$ cat src/rtl/keynsham_gpio_pkg.sv
// rtl/keynsham_gpio_pkg.sv - shared register indices and helpers for the keynsham GPIO block
package keynsham_gpio_pkg;

    // Word index of each register within the 8-word window (bus_addr[2:0])
    typedef enum logic [2:0] {
        REG_OUT        = 3'd0,
        REG_OUT_SET    = 3'd1,
        REG_OUT_CLR    = 3'd2,
        REG_OE         = 3'd3,
        REG_IN         = 3'd4,
        REG_RISE_EN    = 3'd5,
        REG_FALL_EN    = 3'd6,
        REG_IRQ_STATUS = 3'd7
    } gpio_reg_e;

    // Expand the four byte-lane enables into a 32-bit bit mask
    function automatic logic [31:0] lane_mask(input logic [3:0] bytesel);
        return {{8{bytesel[3]}}, {8{bytesel[2]}}, {8{bytesel[1]}}, {8{bytesel[0]}}};
    endfunction

endpackage

$ cat src/rtl/keynsham_sync2.sv
// rtl/keynsham_sync2.sv - parameterised-width two-flop input synchroniser
module keynsham_sync2 #(
    parameter int WIDTH = 1
) (
    input  logic             clk,
    input  logic             rst_n,
    input  logic [WIDTH-1:0] i_d,
    output logic [WIDTH-1:0] o_q
);

    logic [WIDTH-1:0] r_meta;
    logic [WIDTH-1:0] r_sync;

    // Two back-to-back flops so a metastable first stage has a full cycle to settle
    always_ff @(posedge clk or negedge rst_n) begin
        if (!rst_n) begin
            r_meta <= '0;
            r_sync <= '0;
        end else begin
            r_meta <= i_d;
            r_sync <= r_meta;
        end
    end

    assign o_q = r_sync;

endmodule

$ cat src/rtl/keynsham_gpio.sv
// rtl/keynsham_gpio.sv - memory-mapped GPIO with output/enable registers and edge interrupts
module keynsham_gpio
    import keynsham_gpio_pkg::*;
#(
    parameter logic [31:0] bus_address = 32'h0,
    parameter int          bus_size    = 32,
    parameter int          num_gpio    = 8
) (
    input  logic                clk,
    input  logic                rst_n,
    input  logic                bus_access,
    output logic                bus_cs,
    input  logic [29:0]         bus_addr,
    input  logic [31:0]         bus_wr_val,
    input  logic                bus_wr_en,
    input  logic [3:0]          bus_bytesel,
    output logic                bus_error,
    output logic                bus_ack,
    output logic [31:0]         bus_data,
    input  logic [num_gpio-1:0] gpio_in,
    output logic [num_gpio-1:0] gpio_out,
    output logic [num_gpio-1:0] gpio_oe,
    output logic                irq
);

    localparam logic [31:0] LP_BASE_W = bus_address >> 2;
    localparam logic [31:0] LP_END_W  = (bus_address + 32'(bus_size)) >> 2;

    logic [num_gpio-1:0] r_out;
    logic [num_gpio-1:0] r_oe;
    logic [num_gpio-1:0] r_rise_en;
    logic [num_gpio-1:0] r_fall_en;
    logic [num_gpio-1:0] r_irq_status;
    logic [num_gpio-1:0] r_prev;
    logic                r_irq;
    logic                r_ack;
    logic                r_err;
    logic [31:0]         r_data;

    logic                w_hit;
    logic                w_wr;
    gpio_reg_e           w_idx;
    logic [31:0]         w_lanes_full;
    logic [num_gpio-1:0] w_lanes;
    logic [num_gpio-1:0] w_wval;
    logic [num_gpio-1:0] w_wdata;
    logic [num_gpio-1:0] w_sync;
    logic [num_gpio-1:0] w_rise;
    logic [num_gpio-1:0] w_fall;
    logic [num_gpio-1:0] w_w1c;
    logic [num_gpio-1:0] w_status_next;
    logic [31:0]         w_rdata;
    logic                w_unused_bits;

    assign bus_cs = ({2'b00, bus_addr} >= LP_BASE_W) && ({2'b00, bus_addr} < LP_END_W);

    assign w_hit        = bus_access & bus_cs;
    assign w_wr         = w_hit & bus_wr_en;
    assign w_idx        = gpio_reg_e'(bus_addr[2:0]);
    assign w_lanes_full = lane_mask(bus_bytesel);
    assign w_lanes      = w_lanes_full[num_gpio-1:0];
    assign w_wval       = bus_wr_val[num_gpio-1:0];
    assign w_wdata      = w_wval & w_lanes;

    // Bits above num_gpio are deliberately dropped on writes
    assign w_unused_bits = ^{bus_wr_val, w_lanes_full};

    keynsham_sync2 #(
        .WIDTH(num_gpio)
    ) u_sync (
        .clk  (clk),
        .rst_n(rst_n),
        .i_d  (gpio_in),
        .o_q  (w_sync)
    );

    assign w_rise        = w_sync & ~r_prev & r_rise_en;
    assign w_fall        = ~w_sync & r_prev & r_fall_en;
    assign w_w1c         = (w_wr && (w_idx == REG_IRQ_STATUS)) ? w_wdata : '0;
    // New edges are ORed in after the clear so a same-cycle edge is never lost
    assign w_status_next = (r_irq_status & ~w_w1c) | w_rise | w_fall;

    // Read mux from the current (pre-write) register state; write-only registers read 0
    always_comb begin
        w_rdata = '0;
        case (w_idx)
            REG_OUT:        w_rdata[num_gpio-1:0] = r_out;
            REG_OE:         w_rdata[num_gpio-1:0] = r_oe;
            REG_IN:         w_rdata[num_gpio-1:0] = w_sync;
            REG_RISE_EN:    w_rdata[num_gpio-1:0] = r_rise_en;
            REG_FALL_EN:    w_rdata[num_gpio-1:0] = r_fall_en;
            REG_IRQ_STATUS: w_rdata[num_gpio-1:0] = r_irq_status;
            default:        w_rdata = '0;
        endcase
    end

    // Byte-lane-masked register writes, committed on the same edge that raises bus_ack
    always_ff @(posedge clk or negedge rst_n) begin
        if (!rst_n) begin
            r_out     <= '0;
            r_oe      <= '0;
            r_rise_en <= '0;
            r_fall_en <= '0;
        end else if (w_wr) begin
            case (w_idx)
                REG_OUT:     r_out     <= (r_out & ~w_lanes) | w_wdata;
                REG_OUT_SET: r_out     <= r_out | w_wdata;
                REG_OUT_CLR: r_out     <= r_out & ~w_wdata;
                REG_OE:      r_oe      <= (r_oe & ~w_lanes) | w_wdata;
                REG_RISE_EN: r_rise_en <= (r_rise_en & ~w_lanes) | w_wdata;
                REG_FALL_EN: r_fall_en <= (r_fall_en & ~w_lanes) | w_wdata;
                default:     ;
            endcase
        end
    end

    // Edge history and sticky interrupt status; irq tracks the status on the same edge
    always_ff @(posedge clk or negedge rst_n) begin
        if (!rst_n) begin
            r_prev       <= '0;
            r_irq_status <= '0;
            r_irq        <= 1'b0;
        end else begin
            r_prev       <= w_sync;
            r_irq_status <= w_status_next;
            r_irq        <= |w_status_next;
        end
    end

    // Single-cycle bus response; read data is zero outside the ack cycle so slaves can be ORed
    always_ff @(posedge clk or negedge rst_n) begin
        if (!rst_n) begin
            r_ack  <= 1'b0;
            r_err  <= 1'b0;
            r_data <= '0;
        end else begin
            r_ack  <= w_hit;
            r_err  <= w_wr && (w_idx == REG_IN);
            r_data <= (w_hit && !bus_wr_en) ? w_rdata : 32'h0;
        end
    end

    assign bus_ack   = r_ack;
    assign bus_error = r_err;
    assign bus_data  = r_data;
    assign gpio_out  = r_out;
    assign gpio_oe   = r_oe;
    assign irq       = r_irq;

endmodule
$ cat config.mk
export PLATFORM = sky130hd
export DESIGN_NAME = keynsham_gpio
export DESIGN_NICKNAME = d
export VERILOG_FILES = /design/src/rtl/keynsham_gpio_pkg.sv /design/src/rtl/keynsham_sync2.sv /design/src/rtl/keynsham_gpio.sv
export SDC_FILE = /design/constraint.sdc
export NUM_CORES = 1
export LEC_CHECK = 0
export CORE_UTILIZATION = 44
export DETAILED_ROUTE_END_ITERATION = 16
export MAX_ROUTING_LAYER = met4
export PLACE_DENSITY = 0.8
export SYNTH_ARGS = -nofsm -noshare
export SYNTH_HDL_FRONTEND = slang
export SYNTH_SLANG_ARGS = --single-unit
$ cat constraint.sdc
create_clock -name clk -period 3.2 [get_ports clk]
set_clock_uncertainty 0.2 [all_clocks]
set_input_delay 0.96 -clock clk [delete_from_list [all_inputs] [get_ports clk]]
set_output_delay 0.96 -clock clk [all_outputs]
set_load 0.01 [all_outputs]
==> impl_metrics.json, run 1 <==
{
  "status": "finished with violations",
  "failed_checks": "setup timing",
  "placed_cells": 485,
  "final_core_util_pct": 64.0,
  "drv_slew": 0,
  "fin_crit_ns": 3.23,
  "required_ns": 2.04,
  "cp_top_family": "simple AND/OR/NAND/NOR gates",
  "leakagePower_nw": 2.19,
  "timing.rr.start": "u_sync.o_q[1]",
  "finalHoldViolations": 0,
  "synth_ff_type": "dfrtp_1",
  "drcViolationCount": 0,
  "hpwl_um": 6240,
  "grt_pass1_vias": 2656,
  "setup_viol": 1,
  "crit_buf_inv": 2,
  "grt_pass1_wl_um": 13200,
  "final_antenna_net_count": 0,
  "gp_congestion": 0.907,
  "post_drt_wl_per_cell_um": 17.1,
  "power_density_mw_per_mm2": 429,
  "regArea_mm2": 0.00188,
  "relSlewSlack_pct": 59.8,
  "worstSetupStartpointType": "primary input",
  "synth_edf_count": 0,
  "cts.htree.levels": 3,
  "hp-start": "u_sync.r_meta[6]",
  "clock_sinks": 75,
  "syn_to_final_growth_pct": 39.2,
  "synth_cell_types": 43,
  "path_max_fanout": 2,
  "routed_via_density": 5.48,
  "fmax_mhz": 310,
  "io_pins": 130,
  "postSynth.asyncResetShare_pct": 100,
  "synth_top_area_cell": "dfrtp_1",
  "drtIter0Drc": 251,
  "via_count": 2760,
  "holdPathEnd": "u_sync.o_q[6]",
  "synth_common_cells": "dfrtp_1, a22oi_1, buf_4",
  "whs_ns": 0.149,
  "regToRegSetupSlack_ns": 1.53,
  "floorplan.rows": 31,
  "clock-root-buffer": "clkbuf_8",
  "total_power_mw": 2.00,
  "routed_wirelength_um": 8620,
  "synth_seq_cells": 75,
  "synth_top_area_share_pct": 56.0,
  "core_area_mm2": 0.00729,
  "arrival_ns": 2.07,
  "hold_class": "reg -> reg",
  "antenna_found_initial": 0,
  "max_cap_violations": 0,
  "multi_input_comb_area_mm2": 0.00132,
  "rsz0062_at_grt": "yes",
  "synth-warning-count": 0,
  "diodes": 0,
  "hold_path_depth": 0,
  "port_buffers": 78,
  "cts_buffers": 9,
  "syn-cell-area_mm2": 0.00335,
  "nFillCells": 567,
  "synth_cells": 282,
  "fin_nets": 478,
  "fp.dieW_um": 89.3,
  "cp_slowest_stage_delay_ns": 0.55,
  "fin_cells": 504,
  "cts_tree": "done",
  "layout-drive-gt1-share_pct": 25.9,
  "avgSynthCellArea_um2": 11.9,
  "seq_area_frac_synth_pct": 56.0,
  "crit_type": "in -> out",
  "die_area_mm2": 0.00797,
  "ff2ff_path_depth": 4,
  "grt_usage_pct": 24.0,
  "cp-end-kind": "output pin",
  "cp_slowest_cell": "or4_4",
  "ir_worst_vdd_mv": 0.266,
  "cts_buffer_depth": 2,
  "synth_area_leaders": "dfrtp_1, mux2_2, a22oi_1, buf_4, nand2_1",
  "synth.most_common_cell": "dfrtp_1",
  "r2r_end": "irq",
  "initial_core_util_pct": 46.0,
  "worst_pin_slew_ns": 0.603,
  "overflow": 0,
  "drt_pre_antenna_iters": 5,
  "min_period_over_period_pct": 101,
  "clkTransAtPathRegs_ns": 0.08,
  "setup_ws_ns": -0.0297,
  "clkLatencyLatePin_ns": 0.35,
  "cts_hold_buf": 0,
  "die_h_um": 89.3,
  "grt_max_degree": 32,
  "crit_chain": "buf_6 -> or4_4 -> nor3_4 -> and2_1 -> buf_2"
}
[worst max-delay path by stage]
stage | startpoint | to | slack [ns] | cells after the start
after floorplan | bus_addr[16] | bus_cs | 0.12 | 3
after global placement | bus_addr[16] | bus_cs | -0.75 | 5
after detailed placement | bus_addr[16] | bus_cs | -0.77 | 5
after CTS | bus_addr[13] | bus_cs | -0.04 | 5
after global routing | bus_addr[29] | bus_cs | -0.06 | 5
final | bus_addr[13] | bus_cs | -0.03 | 5
[placed cells by master, fill, tap and decap left out, types with 2 or more instances in the layout]
master	count
a2111oi_1	2
a21o_1	3
a22oi_1	24
a31oi_1	8
a41oi_1	4
and3_1	3
and3b_1	2
buf_12	2
buf_2	7
buf_4	38
bufinv_16	3
clkbuf_8	9
clkdlybuf4s15_1	2
clkdlybuf4s50_1	53
clkinv_2	2
conb_1	24
dfrtp_1	75
dlygate4sd2_1	13
dlymetal6s2s_1	2
inv_1	12
mux2_2	23
nand2_1	20
nand3_1	9
nand3b_1	8
nand4_1	6
nor2_1	2
nor2_4	2
nor4_1	2
nor4_2	2
o21ai_0	8
o221ai_1	8
or2_2	4
or4_4	2
[layer usage]
layer | GRT usage [%] | part of all wire, % | up-vias
met5 | - | 0 | -
met4 | 11.5 | 2.5 | 0
met3 | 6.00 | 8.8 | 18
met2 | 37.1 | 48 | 157
met1 | 29.5 | 41 | 1348
li1 | - | - | 1237
[report_power, final]
part	internal, mW	switching, mW	total (mW)
clock	0.516	0.350	0.866
combinational	0.0761	0.0853	0.161
sequential	0.962	0.00904	0.971
total	1.55	0.445	2.00
[metrics by stage]
step / TNS [ns] / worst slack [ns] / area, um^2
4_1_cts: -0.0366 / -0.0366 / 4630
3_5_place_dp: -11.57 / -0.772 / 4420
2_1_floorplan: 0 / 0.115 / 3440
6_report: -0.0297 / -0.0297 / 4660
5_1_grt: -0.0848 / -0.0611 / 4660
3_3_place_gp: -10.48 / -0.747 / 4420
[kinds of logic after synthesis]
logic type             count (synthesis)  share of synthesized area, %
flip-flops                            75                          56.0
AND/OR/NAND/NOR                       74                          14.2
AO/OA/AOI/OAI                         61                          13.4
buffers and inverters                 46                          7.95
multiplexers                          24                          8.06
XOR/XNOR                               1                         0.261
other                                  1                         0.112
[final cells by class]
cell class | instances | share of cell area, %
clock buffer | 9 | 2.66
inverter | 12 | 0.966
sequential | 75 | 40.2
timing repair buffer | 118 | 22.7
multi-input combinational | 184 | 28.2
tap | 99 | 2.66
clock inverter | 7 | 2.49
[timing repair]
item                                    in CTS  in global routing
gates resized for setup                     43                  4
endpoints found under the setup margin       2                  2
pin swaps                                   10                  4
setup buffers                                1                  2
Note: power is estimated with default switching activity, not from simulation.
==> run 2, diff against run 1 <==
Settings changed: ABC_CLOCK_PERIOD_IN_PS set to 3200.
==> results of run 2 <==
Final layout, timing and power as in run 1 (identical DEF).
==> run 3, diff against run 2 <==
Settings changed: RECOVER_POWER set to 50.
==> impl_metrics.json, run 3 (synthesized netlist as in run 1, its figures left out) <==
{
  "initial_core_util_pct": 46.0,
  "required_ns": 2.04,
  "ir_worst_vdd_mv": 0.268,
  "r2r_end": "irq",
  "dpl_cell_area_mm2": 0.00442,
  "cts_tree": "done",
  "overflow": 0,
  "worstSetupStartpointType": "primary input",
  "crit_type": "in -> out",
  "hold_path_depth": 0,
  "routed_via_density": 5.48,
  "grt_pass1_vias": 2656,
  "final_common_cell": "dfrtp_1",
  "die_h_um": 89.3,
  "fin_nets": 478,
  "finalHoldViolations": 0,
  "post_drt_wl_per_cell_um": 17.2,
  "setup_ws_ns": -0.0297,
  "clock-root-buffer": "clkbuf_8",
  "final_antenna_net_count": 0,
  "antenna_found_initial": 0,
  "clock_sinks": 75,
  "cts_hold_buf": 0,
  "routed_wirelength_um": 8670,
  "grt_usage_pct": 24.0,
  "hp-start": "u_sync.r_meta[6]",
  "layout-drive-gt1-share_pct": 25.7,
  "fin_cells": 504,
  "drv_slew": 0,
  "drt_pre_antenna_iters": 6,
  "rsz0062_at_grt": "yes",
  "fmax_mhz": 310,
  "floorplan.rows": 31,
  "core_area_mm2": 0.00729,
  "clkTransAtPathRegs_ns": 0.08,
  "path_max_fanout": 2,
  "grt_max_degree": 32,
  "regToRegSetupSlack_ns": 1.55,
  "hpwl_um": 6240,
  "power_density_mw_per_mm2": 430,
  "status": "finished with violations",
  "multi_input_comb_area_mm2": 0.00132,
  "diodes": 0,
  "drcViolationCount": 0,
  "total_power_mw": 2.00,
  "syn_to_final_growth_pct": 38.6,
  "port_buffers": 78,
  "min_period_over_period_pct": 101,
  "timing.rr.start": "u_sync.o_q[1]",
  "gp_congestion": 0.907,
  "setup_viol": 1,
  "via_count": 2760,
  "max_cap_violations": 0,
  "failed_checks": "setup timing",
  "nFillCells": 568,
  "holdPathEnd": "u_sync.o_q[6]",
  "hold_class": "reg -> reg",
  "grt_pass1_wl_um": 13200,
  "fin_crit_ns": 3.23,
  "leakagePower_nw": 2.19,
  "tns_ns": -0.0297,
  "final_cell_mix": "dfrtp_1, clkdlybuf4s50_1, buf_4, a22oi_1, conb_1",
  "die_area_mm2": 0.00797,
  "fp.dieW_um": 89.3,
  "regArea_mm2": 0.00188,
  "cts_buffer_depth": 2,
  "cp-end-kind": "output pin",
  "worst_pin_slew_ns": 1.38,
  "arrival_ns": 2.07,
  "placed_cells": 485,
  "drtIter0Drc": 279,
  "ff2ff_path_depth": 4,
  "io_pins": 130,
  "whs_ns": 0.149,
  "clkLatencyLatePin_ns": 0.35,
  "relSlewSlack_pct": 7.84,
  "cts_buffers": 9,
  "cts.htree.levels": 3,
  "fin_area_mm2": 0.00465
}
==> run 3: area by class of cell <==
cell class / count / share of cell area, %
inverter: 12 / 0.970
timing repair buffer: 118 / 22.4
clock buffer: 9 / 2.67
tap: 99 / 2.67
clock inverter: 7 / 2.50
sequential: 75 / 40.4
multi-input combinational: 184 / 28.4
==> run 3: how the worst max path moves through the flow <==
| stage | start | endpoint | slack [ns] | cells past startpoint |
|---|---|---|---|---|
| floorplan | bus_addr[16] | bus_cs | 0.12 | 3 |
| global placement | bus_addr[16] | bus_cs | -0.75 | 5 |
| detailed placement | bus_addr[16] | bus_cs | -0.77 | 5 |
| CTS | bus_addr[13] | bus_cs | -0.04 | 5 |
| global route | bus_addr[29] | bus_cs | -0.06 | 5 |
| finish | bus_addr[13] | bus_cs | -0.03 | 5 |
==> run 3: timing repair <==
action / in CTS / in global routing
endpoints found under the setup margin: 2 / 2
setup buffers: 1 / 2
pin swaps: 10 / 4
resized for setup: 43 / 4
==> run 3: routing by layer <==
metal,global-route usage [%],routed length [um]
met2,37.1,4140
met3,6.00,793
met4,11.5,209
met1,29.5,3530
met5,-,0
==> run 3: worst max-delay path: stages <==
cell	delay (ns)
buf_6	0.09
or4_4	0.55
nor3_4	0.21
and2_1	0.14
buf_2	0.12
==> run 3: per-stage QoR <==
| step | utilization, % | setup slack [ns] |
|---|---|---|
| final | 63.7 | -0.0297 |
| after global routing | 63.7 | -0.0611 |
| after CTS | 63.5 | -0.0366 |
| after detailed placement | 60.6 | -0.772 |
| after global placement | 60.6 | -0.747 |
| after floorplan | - | 0.115 |
==> run 3: report_power, final <==
| group | switching (mW) | internal [mW] |
|---|---|---|
| Combinational | 0.0852 | 0.0715 |
| Sequential | 0.00920 | 0.962 |
| Clock | 0.352 | 0.516 |
